`src/rtl/ex_stage_rv32m.sv`:
```
`default_nettype none
// ============================================================================
// Module      : ex_stage_rv32m
// Description : RV32IM execute stage with EX/MEM/WB operand forwarding, a
//               full RV32I ALU, an iterative multiply/divide unit with a
//               stall handshake, and the registered EX/MEM pipeline register.
// Revision    : 1.0 - initial release
// ============================================================================
module ex_stage_rv32m #(
  parameter int XLEN       = 32,
  parameter int MUL_CYCLES = 2,
  parameter int OP_W       = 5
) (
  input  logic            clk,
  input  logic            rst,
  input  logic            valid_in,
  input  logic            flush,
  input  logic [XLEN-1:0] pc_in,
  input  logic [XLEN-1:0] rs1_data,
  input  logic [XLEN-1:0] rs2_data,
  input  logic [XLEN-1:0] imm,
  input  logic [4:0]      rs1_addr,
  input  logic [4:0]      rs2_addr,
  input  logic [4:0]      rd_addr,
  input  logic            alu_src,
  input  logic [OP_W-1:0] alu_op,
  input  logic            regwrite_in,
  input  logic            memread_in,
  input  logic            memwrite_in,
  input  logic            memtoreg_in,
  input  logic [2:0]      loadtype_in,
  input  logic [2:0]      strtype_in,
  input  logic [XLEN-1:0] fwd_mem_data,
  input  logic [4:0]      fwd_mem_rd,
  input  logic            fwd_mem_we,
  input  logic [XLEN-1:0] fwd_wb_data,
  input  logic [4:0]      fwd_wb_rd,
  input  logic            fwd_wb_we,
  output logic            stall_out,
  output logic            valid_out,
  output logic [XLEN-1:0] result_out,
  output logic [XLEN-1:0] store_data_out,
  output logic [XLEN-1:0] pc_out,
  output logic [4:0]      rd_out,
  output logic            regwrite_out,
  output logic            memread_out,
  output logic            memwrite_out,
  output logic            memtoreg_out,
  output logic [2:0]      loadtype_out,
  output logic [2:0]      strtype_out
);

  localparam int c_SHW     = $clog2(XLEN);
  // Multiplier bits consumed per busy cycle so MUL_CYCLES iterations cover XLEN
  localparam int c_CHUNK   = (XLEN + MUL_CYCLES - 1) / MUL_CYCLES;
  localparam int c_CNT_MAX = (XLEN > MUL_CYCLES) ? XLEN : MUL_CYCLES;
  localparam int c_CNT_W   = $clog2(c_CNT_MAX + 1);

  localparam logic [OP_W-1:0] c_OP_ADD    = OP_W'(0);
  localparam logic [OP_W-1:0] c_OP_SUB    = OP_W'(1);
  localparam logic [OP_W-1:0] c_OP_XOR    = OP_W'(2);
  localparam logic [OP_W-1:0] c_OP_OR     = OP_W'(3);
  localparam logic [OP_W-1:0] c_OP_AND    = OP_W'(4);
  localparam logic [OP_W-1:0] c_OP_SLL    = OP_W'(5);
  localparam logic [OP_W-1:0] c_OP_SRL    = OP_W'(6);
  localparam logic [OP_W-1:0] c_OP_SRA    = OP_W'(7);
  localparam logic [OP_W-1:0] c_OP_SLT    = OP_W'(8);
  localparam logic [OP_W-1:0] c_OP_SLTU   = OP_W'(9);
  localparam logic [OP_W-1:0] c_OP_PASSA  = OP_W'(10);
  localparam logic [OP_W-1:0] c_OP_PASSB  = OP_W'(11);
  localparam logic [OP_W-1:0] c_OP_MUL    = OP_W'(16);
  localparam logic [OP_W-1:0] c_OP_MULH   = OP_W'(17);
  localparam logic [OP_W-1:0] c_OP_MULHSU = OP_W'(18);
  localparam logic [OP_W-1:0] c_OP_MULHU  = OP_W'(19);
  localparam logic [OP_W-1:0] c_OP_DIV    = OP_W'(20);
  localparam logic [OP_W-1:0] c_OP_DIVU   = OP_W'(21);
  localparam logic [OP_W-1:0] c_OP_REM    = OP_W'(22);
  localparam logic [OP_W-1:0] c_OP_REMU   = OP_W'(23);

  typedef enum logic [1:0] {
    ST_IDLE = 2'd0,
    ST_BUSY = 2'd1,
    ST_DONE = 2'd2
  } state_t;

  state_t               r_state;
  logic [c_CNT_W-1:0]   r_cnt;

  logic [XLEN-1:0]      w_rs1_fwd;
  logic [XLEN-1:0]      w_rs2_fwd;
  logic [XLEN-1:0]      w_op2;
  logic [XLEN-1:0]      w_alu_res;
  logic                 w_is_mul;
  logic                 w_is_div;
  logic                 w_issue;
  logic                 w_a_sgn;
  logic                 w_b_sgn;
  logic                 w_a_neg;
  logic                 w_b_neg;
  logic [XLEN-1:0]      w_a_mag;
  logic [XLEN-1:0]      w_b_mag;

  // Captured M-unit operands and iteration state
  logic [OP_W-1:0]      r_mop;
  logic                 r_a_neg;
  logic                 r_b_neg;
  logic                 r_div0;
  logic [2*XLEN-1:0]    r_mcand;
  logic [XLEN-1:0]      r_mplier;
  logic [2*XLEN-1:0]    r_acc;
  logic [XLEN-1:0]      r_quo;
  logic [XLEN-1:0]      r_rem;
  logic [XLEN-1:0]      r_dvs;

  // Control and passthrough fields held for the retiring M-op
  logic [XLEN-1:0]      r_cap_pc;
  logic [XLEN-1:0]      r_cap_sd;
  logic [4:0]           r_cap_rd;
  logic                 r_cap_rw;
  logic                 r_cap_mr;
  logic                 r_cap_mw;
  logic                 r_cap_mtr;
  logic [2:0]           r_cap_lt;
  logic [2:0]           r_cap_st;

  logic [2*XLEN-1:0]    w_acc_nxt;
  logic [XLEN:0]        w_trial;
  logic [XLEN-1:0]      w_quo_nxt;
  logic [XLEN-1:0]      w_rem_nxt;
  logic [2*XLEN-1:0]    w_prod;
  logic [XLEN-1:0]      w_quo_fin;
  logic [XLEN-1:0]      w_rem_fin;
  logic [XLEN-1:0]      w_m_res;

  // Operand forwarding: EX/MEM beats MEM/WB, x0 always reads the register file
  always_comb begin
    w_rs1_fwd = rs1_data;
    if (fwd_mem_we && (fwd_mem_rd != 5'd0) && (fwd_mem_rd == rs1_addr))
      w_rs1_fwd = fwd_mem_data;
    else if (fwd_wb_we && (fwd_wb_rd != 5'd0) && (fwd_wb_rd == rs1_addr))
      w_rs1_fwd = fwd_wb_data;
    w_rs2_fwd = rs2_data;
    if (fwd_mem_we && (fwd_mem_rd != 5'd0) && (fwd_mem_rd == rs2_addr))
      w_rs2_fwd = fwd_mem_data;
    else if (fwd_wb_we && (fwd_wb_rd != 5'd0) && (fwd_wb_rd == rs2_addr))
      w_rs2_fwd = fwd_wb_data;
  end

  assign w_op2 = alu_src ? imm : w_rs2_fwd;

  // Single-cycle RV32I ALU; M-op and unused codes produce zero here
  always_comb begin
    w_alu_res = '0;
    case (alu_op)
      c_OP_ADD:   w_alu_res = w_rs1_fwd + w_op2;
      c_OP_SUB:   w_alu_res = w_rs1_fwd - w_op2;
      c_OP_XOR:   w_alu_res = w_rs1_fwd ^ w_op2;
      c_OP_OR:    w_alu_res = w_rs1_fwd | w_op2;
      c_OP_AND:   w_alu_res = w_rs1_fwd & w_op2;
      c_OP_SLL:   w_alu_res = w_rs1_fwd << w_op2[c_SHW-1:0];
      c_OP_SRL:   w_alu_res = w_rs1_fwd >> w_op2[c_SHW-1:0];
      c_OP_SRA:   w_alu_res = $unsigned($signed(w_rs1_fwd) >>> w_op2[c_SHW-1:0]);
      c_OP_SLT:   w_alu_res = {{(XLEN-1){1'b0}}, ($signed(w_rs1_fwd) < $signed(w_op2))};
      c_OP_SLTU:  w_alu_res = {{(XLEN-1){1'b0}}, (w_rs1_fwd < w_op2)};
      c_OP_PASSA: w_alu_res = w_rs1_fwd;
      c_OP_PASSB: w_alu_res = w_op2;
      default:    w_alu_res = '0;
    endcase
  end

  assign w_is_mul = (alu_op >= c_OP_MUL) && (alu_op <= c_OP_MULHU);
  assign w_is_div = (alu_op >= c_OP_DIV) && (alu_op <= c_OP_REMU);
  assign w_issue  = valid_in && !flush && (r_state == ST_IDLE) && (w_is_mul || w_is_div);

  // The M-unit works on magnitudes; signs are reapplied when the result retires
  assign w_a_sgn = (alu_op == c_OP_MULH) || (alu_op == c_OP_MULHSU) ||
                   (alu_op == c_OP_DIV)  || (alu_op == c_OP_REM);
  assign w_b_sgn = (alu_op == c_OP_MULH) || (alu_op == c_OP_DIV) || (alu_op == c_OP_REM);
  assign w_a_neg = w_a_sgn && w_rs1_fwd[XLEN-1];
  assign w_b_neg = w_b_sgn && w_op2[XLEN-1];
  assign w_a_mag = w_a_neg ? -w_rs1_fwd : w_rs1_fwd;
  assign w_b_mag = w_b_neg ? -w_op2 : w_op2;

  // Stall covers the issue cycle and every busy cycle; a flush releases it at once
  assign stall_out = !rst && !flush && (w_issue || (r_state == ST_BUSY));

  // One shift-add step over c_CHUNK multiplier bits, one restoring-divide step
  always_comb begin
    w_acc_nxt = r_acc;
    for (int i = 0; i < c_CHUNK; i++) begin
      if (r_mplier[i])
        w_acc_nxt = w_acc_nxt + (r_mcand << i);
    end
    w_trial = {r_rem, r_quo[XLEN-1]} - {1'b0, r_dvs};
    if (!w_trial[XLEN]) begin
      w_rem_nxt = w_trial[XLEN-1:0];
      w_quo_nxt = {r_quo[XLEN-2:0], 1'b1};
    end else begin
      w_rem_nxt = {r_rem[XLEN-2:0], r_quo[XLEN-1]};
      w_quo_nxt = {r_quo[XLEN-2:0], 1'b0};
    end
  end

  // Sign fix-up and divide-by-zero override of the retiring M result
  always_comb begin
    w_prod    = (r_a_neg ^ r_b_neg) ? -r_acc : r_acc;
    w_quo_fin = r_div0 ? '1 : ((r_a_neg ^ r_b_neg) ? -r_quo : r_quo);
    w_rem_fin = r_a_neg ? -r_rem : r_rem;
    w_m_res   = '0;
    case (r_mop)
      c_OP_MUL:                          w_m_res = w_prod[XLEN-1:0];
      c_OP_MULH, c_OP_MULHSU, c_OP_MULHU: w_m_res = w_prod[2*XLEN-1:XLEN];
      c_OP_DIV, c_OP_DIVU:               w_m_res = w_quo_fin;
      c_OP_REM, c_OP_REMU:               w_m_res = w_rem_fin;
      default:                           w_m_res = '0;
    endcase
  end

  // M-unit sequencer: IDLE -> BUSY (counter runs down) -> DONE -> IDLE
  always_ff @(posedge clk) begin
    if (rst || flush) begin
      r_state <= ST_IDLE;
      r_cnt   <= '0;
    end else begin
      case (r_state)
        ST_IDLE: begin
          if (w_issue) begin
            r_state <= ST_BUSY;
            r_cnt   <= w_is_mul ? c_CNT_W'(MUL_CYCLES) : c_CNT_W'(XLEN);
          end
        end
        ST_BUSY: begin
          r_cnt <= r_cnt - c_CNT_W'(1);
          if (r_cnt == c_CNT_W'(1))
            r_state <= ST_DONE;
        end
        ST_DONE: r_state <= ST_IDLE;
        default: r_state <= ST_IDLE;
      endcase
    end
  end

  // Operand capture at issue, then one iteration per busy cycle
  always_ff @(posedge clk) begin
    if (rst) begin
      r_mop     <= '0;
      r_a_neg   <= 1'b0;
      r_b_neg   <= 1'b0;
      r_div0    <= 1'b0;
      r_mcand   <= '0;
      r_mplier  <= '0;
      r_acc     <= '0;
      r_quo     <= '0;
      r_rem     <= '0;
      r_dvs     <= '0;
      r_cap_pc  <= '0;
      r_cap_sd  <= '0;
      r_cap_rd  <= '0;
      r_cap_rw  <= 1'b0;
      r_cap_mr  <= 1'b0;
      r_cap_mw  <= 1'b0;
      r_cap_mtr <= 1'b0;
      r_cap_lt  <= '0;
      r_cap_st  <= '0;
    end else if (w_issue) begin
      r_mop     <= alu_op;
      r_a_neg   <= w_a_neg;
      r_b_neg   <= w_b_neg;
      r_div0    <= (w_op2 == '0);
      r_mcand   <= {{XLEN{1'b0}}, w_a_mag};
      r_mplier  <= w_b_mag;
      r_acc     <= '0;
      r_quo     <= w_a_mag;
      r_rem     <= '0;
      r_dvs     <= w_b_mag;
      r_cap_pc  <= pc_in;
      r_cap_sd  <= w_rs2_fwd;
      r_cap_rd  <= rd_addr;
      r_cap_rw  <= regwrite_in;
      r_cap_mr  <= memread_in;
      r_cap_mw  <= memwrite_in;
      r_cap_mtr <= memtoreg_in;
      r_cap_lt  <= loadtype_in;
      r_cap_st  <= strtype_in;
    end else if (r_state == ST_BUSY) begin
      r_acc    <= w_acc_nxt;
      r_mcand  <= r_mcand << c_CHUNK;
      r_mplier <= r_mplier >> c_CHUNK;
      r_quo    <= w_quo_nxt;
      r_rem    <= w_rem_nxt;
    end
  end

  // EX/MEM register: bubble by default, ALU result from IDLE, M result from DONE
  always_ff @(posedge clk) begin
    valid_out      <= 1'b0;
    result_out     <= '0;
    store_data_out <= '0;
    pc_out         <= '0;
    rd_out         <= '0;
    regwrite_out   <= 1'b0;
    memread_out    <= 1'b0;
    memwrite_out   <= 1'b0;
    memtoreg_out   <= 1'b0;
    loadtype_out   <= '0;
    strtype_out    <= '0;
    if (!rst && !flush) begin
      if (r_state == ST_DONE) begin
        valid_out      <= 1'b1;
        result_out     <= w_m_res;
        store_data_out <= r_cap_sd;
        pc_out         <= r_cap_pc;
        rd_out         <= r_cap_rd;
        regwrite_out   <= r_cap_rw;
        memread_out    <= r_cap_mr;
        memwrite_out   <= r_cap_mw;
        memtoreg_out   <= r_cap_mtr;
        loadtype_out   <= r_cap_lt;
        strtype_out    <= r_cap_st;
      end else if ((r_state == ST_IDLE) && valid_in && !(w_is_mul || w_is_div)) begin
        valid_out      <= 1'b1;
        result_out     <= w_alu_res;
        store_data_out <= w_rs2_fwd;
        pc_out         <= pc_in;
        rd_out         <= rd_addr;
        regwrite_out   <= regwrite_in;
        memread_out    <= memread_in;
        memwrite_out   <= memwrite_in;
        memtoreg_out   <= memtoreg_in;
        loadtype_out   <= loadtype_in;
        strtype_out    <= strtype_in;
      end
    end
  end

endmodule
`default_nettype wire

```
`config.mk`:
```
export PLATFORM = sky130hd
export DESIGN_NAME = ex_stage_rv32m
export DESIGN_NICKNAME = d
export VERILOG_FILES = /design/src/rtl/ex_stage_rv32m.sv
export SDC_FILE = /design/constraint.sdc
export NUM_CORES = 2
export LEC_CHECK = 0
export ABC_CLOCK_PERIOD_IN_PS = 36600
export CAP_MARGIN = 20
export CORE_ASPECT_RATIO = 0.9
export CORE_UTILIZATION = 49
export DETAILED_ROUTE_END_ITERATION = 10
export PLACE_DENSITY = 0.66
export SYNTH_ARGS = -nofsm -noshare
export SYNTH_HDL_FRONTEND = slang
export SYNTH_SLANG_ARGS = --single-unit
export TNS_END_PERCENT = 10
```
`constraint.sdc`:
```
create_clock -name clk -period 36.6 [get_ports clk]
set_input_delay 5.49 -clock clk [delete_from_list [all_inputs] [get_ports clk]]
set_output_delay 5.49 -clock clk [all_outputs]
set_load 0.02 [all_outputs]
```
==> run summary <==
Total die area: 185000 sq um
Max VDD drop: 43.4 uV
First-pass GRT wire length: 663000 um
Leading cell types in the layout, fill and taps excluded: 1690 x nand2_1, 1483 x a21oi_1, 1149 x nor2_1
Layout cell share with drive strength beyond 1: 5.91%
Initial antenna violation count: 38
Area delta synth->final: 9.85%
Fin area: 98800 sq um
Synth Cell Area: 90000 sq um
Tightest Pin Transition: 1540 ps
Cts hold-fix bufs: 0
Yosys Warn Count: 0
Die width: 454 um
Top-area cell type share of the netlist area: 14.8%
Sequential fraction of the synthesis area: 10.3%
Final core utilization: 54.4%
Inst Count DP: 15600
Fin. Hold Viols: 0
WS Path Type: flop to flop
Final setup fails: 0
Class of the worst hold path: flop to flop
Yosys cell types: 99
Status: complete, but fails checks
Post-synth EDFFs: 0
Fill count: 17900
Cell mode on critical path: ha_1
Fraction of the cycle the final worst path needs: 96.4%
Gpl congestion: 1.11
CTS tree: done
CTS sink count: 463
Crit path launch type: flop
DRC viols: 0
Switching share of power: 43.4%
Max Freq: 0.0283 GHz
Clock latency at the later pin of the worst-skew pair: 730 ps
WP data arrival: 35900 ps
Top_reg_cell synth: dfxtp_1
Clock Skews: 86.7 ps
Synth area leaders: ha_1 15%, dfxtp_1 10%, a21oi_1 8.2%
Wire per inst: 29.3 um
Power Density: 21.3 nW/um^2
P_int: 1190 uW
Total track usage: 47.3%
Core region area: 182000 sq um
Failing checks: max-slew violations
Number of port buffers: 351
Most common cell after layout, fill and taps aside: nand2_1
Mapped Nets: 14500
Fraction of registers with async set/reset: 0%
#FFs+latches synth: 463
Largest net degree at the start of global routing: 83
Routed Antenna Nets: 0
Syn_area_per_cell: 6.84 sq um
Initial Utilization: 49.5%
Leak Pwr: 0.0465 uW
Total of max-cap violations: 0
CP max stage delay: 900 ps
Via Count: 109000
Sum of negative setup slack: 0 ps
Slew headroom: -2.63%
CP endpoint kind: flop
Placed cell areas: 96700 sq um
Crit path max fanout: 15
P_sw: 914 uW
DR vias/cell: 6.93
Vias in the first global route: 99600
Num CTS Buffers: 56
RSZ-0062 raised after global routing: no
Final Non-Filler Cells: 15700
Final Net Count: 14600
Logic pwr share: 46.3%
Clock period minus final worst setup slack: 35280 ps
Yosys top cell by area: ha_1
Flop pwr share: 25.0%
Clk buf depth: 3
DR pass1 iterations: 10
Req. time, crit path: 37220 ps
Root buffer cell: clkbuf_16
Initial drt markers: 14800
Ports: 352
Reg clk slew, reported paths: 70 ps
Mapped Cells: 13200
GRT overflow: 0
Fin. max-slew vios: 3
HPWL after DPL: 362000 um
Number of H-tree levels: 2
Slowest CP cell: o2bb2ai_1
Standard-cell rows: 148
Drt total wl: 461000 um
Vert. Die Dim: 409 um
Clock Power Share: 28.7%
-- metrics by stage --
stage	power [uW]	setup WS, ps	hold WS, ps
final	2110	1320	451
after global routing	2180	111	465
after CTS	2060	2190	454
after detailed placement	1460	2380	441
after global placement	1450	2540	433
after floorplan	1160	8290	423
-- final timing paths --
kind | start | endpoint | slack [ps] | depth (start not counted)
min | r_cap_st[1]$_SDFFE_PP0P_ | strtype_out[1]$_SDFF_PN0_ | 450 | 2
max | r_mcand[1]$_SDFFE_PP0N_ | r_acc[63]$_SDFFE_PP0P_ | 1320 | 137
max reg2reg | r_mcand[1]$_SDFFE_PP0N_ | r_acc[63]$_SDFFE_PP0P_ | 1320 | 137
min reg2reg | r_cap_st[1]$_SDFFE_PP0P_ | strtype_out[1]$_SDFF_PN0_ | 450 | 2
-- registers in the layout, summed over array words and instances (netlist names), 5 cells and up --
| signal | flops |
|---|---|
| r_acc | 64 |
| r_mcand | 64 |
| pc_out | 32 |
| r_cap_pc | 32 |
| r_cap_sd | 32 |
| r_dvs | 32 |
| r_mplier | 32 |
| r_quo | 32 |
| r_rem | 32 |
| result_out | 32 |
| store_data_out | 32 |
| r_cnt | 6 |
| r_cap_rd | 5 |
| r_mop | 5 |
| rd_out | 5 |
-- cells in the mapped netlist (160+ instances only) --
cell / n
a211oi_1: 190
a21oi_1: 1483
nand2b_1: 160
nor2_1: 1160
mux2_2: 160
o21ai_0: 968
o21a_1: 195
a31oi_1: 187
nor3_1: 220
xnor2_1: 584
xor2_1: 351
ha_1: 1063
a21o_1: 582
inv_1: 509
nand3_1: 253
dfxtp_1: 463
clkbuf_1: 521
nand2_1: 1691
mux2i_1: 222
-- critical path: cells and delay by family (launching register included) --
family          cells  cell delay, ps
buf+inv             6             830
simple gates       38            6070
mux                 2             690
compound gates     65           19840
fa+ha+maj          16            5990
xor+xnor           10            1380
flops               1             310
-- layer usage --
layer  GRT usage, %  vias to the layer above  wire length, um
li1               -                    48500                -
met1           60.2                    51400           180000
met2           67.4                     7387           183000
met3           16.3                     1635            63000
met4           29.6                       20            34600
met5              0                        -              139
-- power by group through the flow --
stage | clock (uW) | sequential, uW | combinational (uW)
after floorplan | 0 | 540 | 617
after global placement | 0 | 537 | 913
after detailed placement | 0 | 537 | 927
after CTS | 603 | 526 | 931
after global routing | 622 | 527 | 1030
final | 605 | 527 | 977
-- kinds of logic (layout without fill, tap and decap cells) --
group	Yosys count	count (layout)	synth area share, %
AND/OR/NAND/NOR	4196	4196	20.8
adder cells (fa/ha/maj)	1082	1082	15.2
flip-flops	463	463	10.3
AO/OA/AOI/OAI	4954	4954	35.3
multiplexers	385	385	4.54
XOR/XNOR	938	938	9.18
buffers and inverters	1132	1273	4.73
other	0	25	0
-- cell type report --
class	instances	area, sq um	area share [%]
Sequential cell	463	9310	9.42
Tap cell	2400	3000	3.04
Multi-Input combinational cell	11600	76800	77.7
Clock buffer	79	1610	1.63
Timing Repair Buffer	649	5800	5.87
Clock inverter	26	317	0.320
Antenna cell	25	62.6	0.0633
Inverter	519	1950	1.97
-- what timing repair did --
item	4_1_cts	5_1_grt
buffers inserted	0	0
resized for setup	0	4
endpoints found under the setup margin	0	2
No activity file was read; power rests on OpenSTA's default activity.
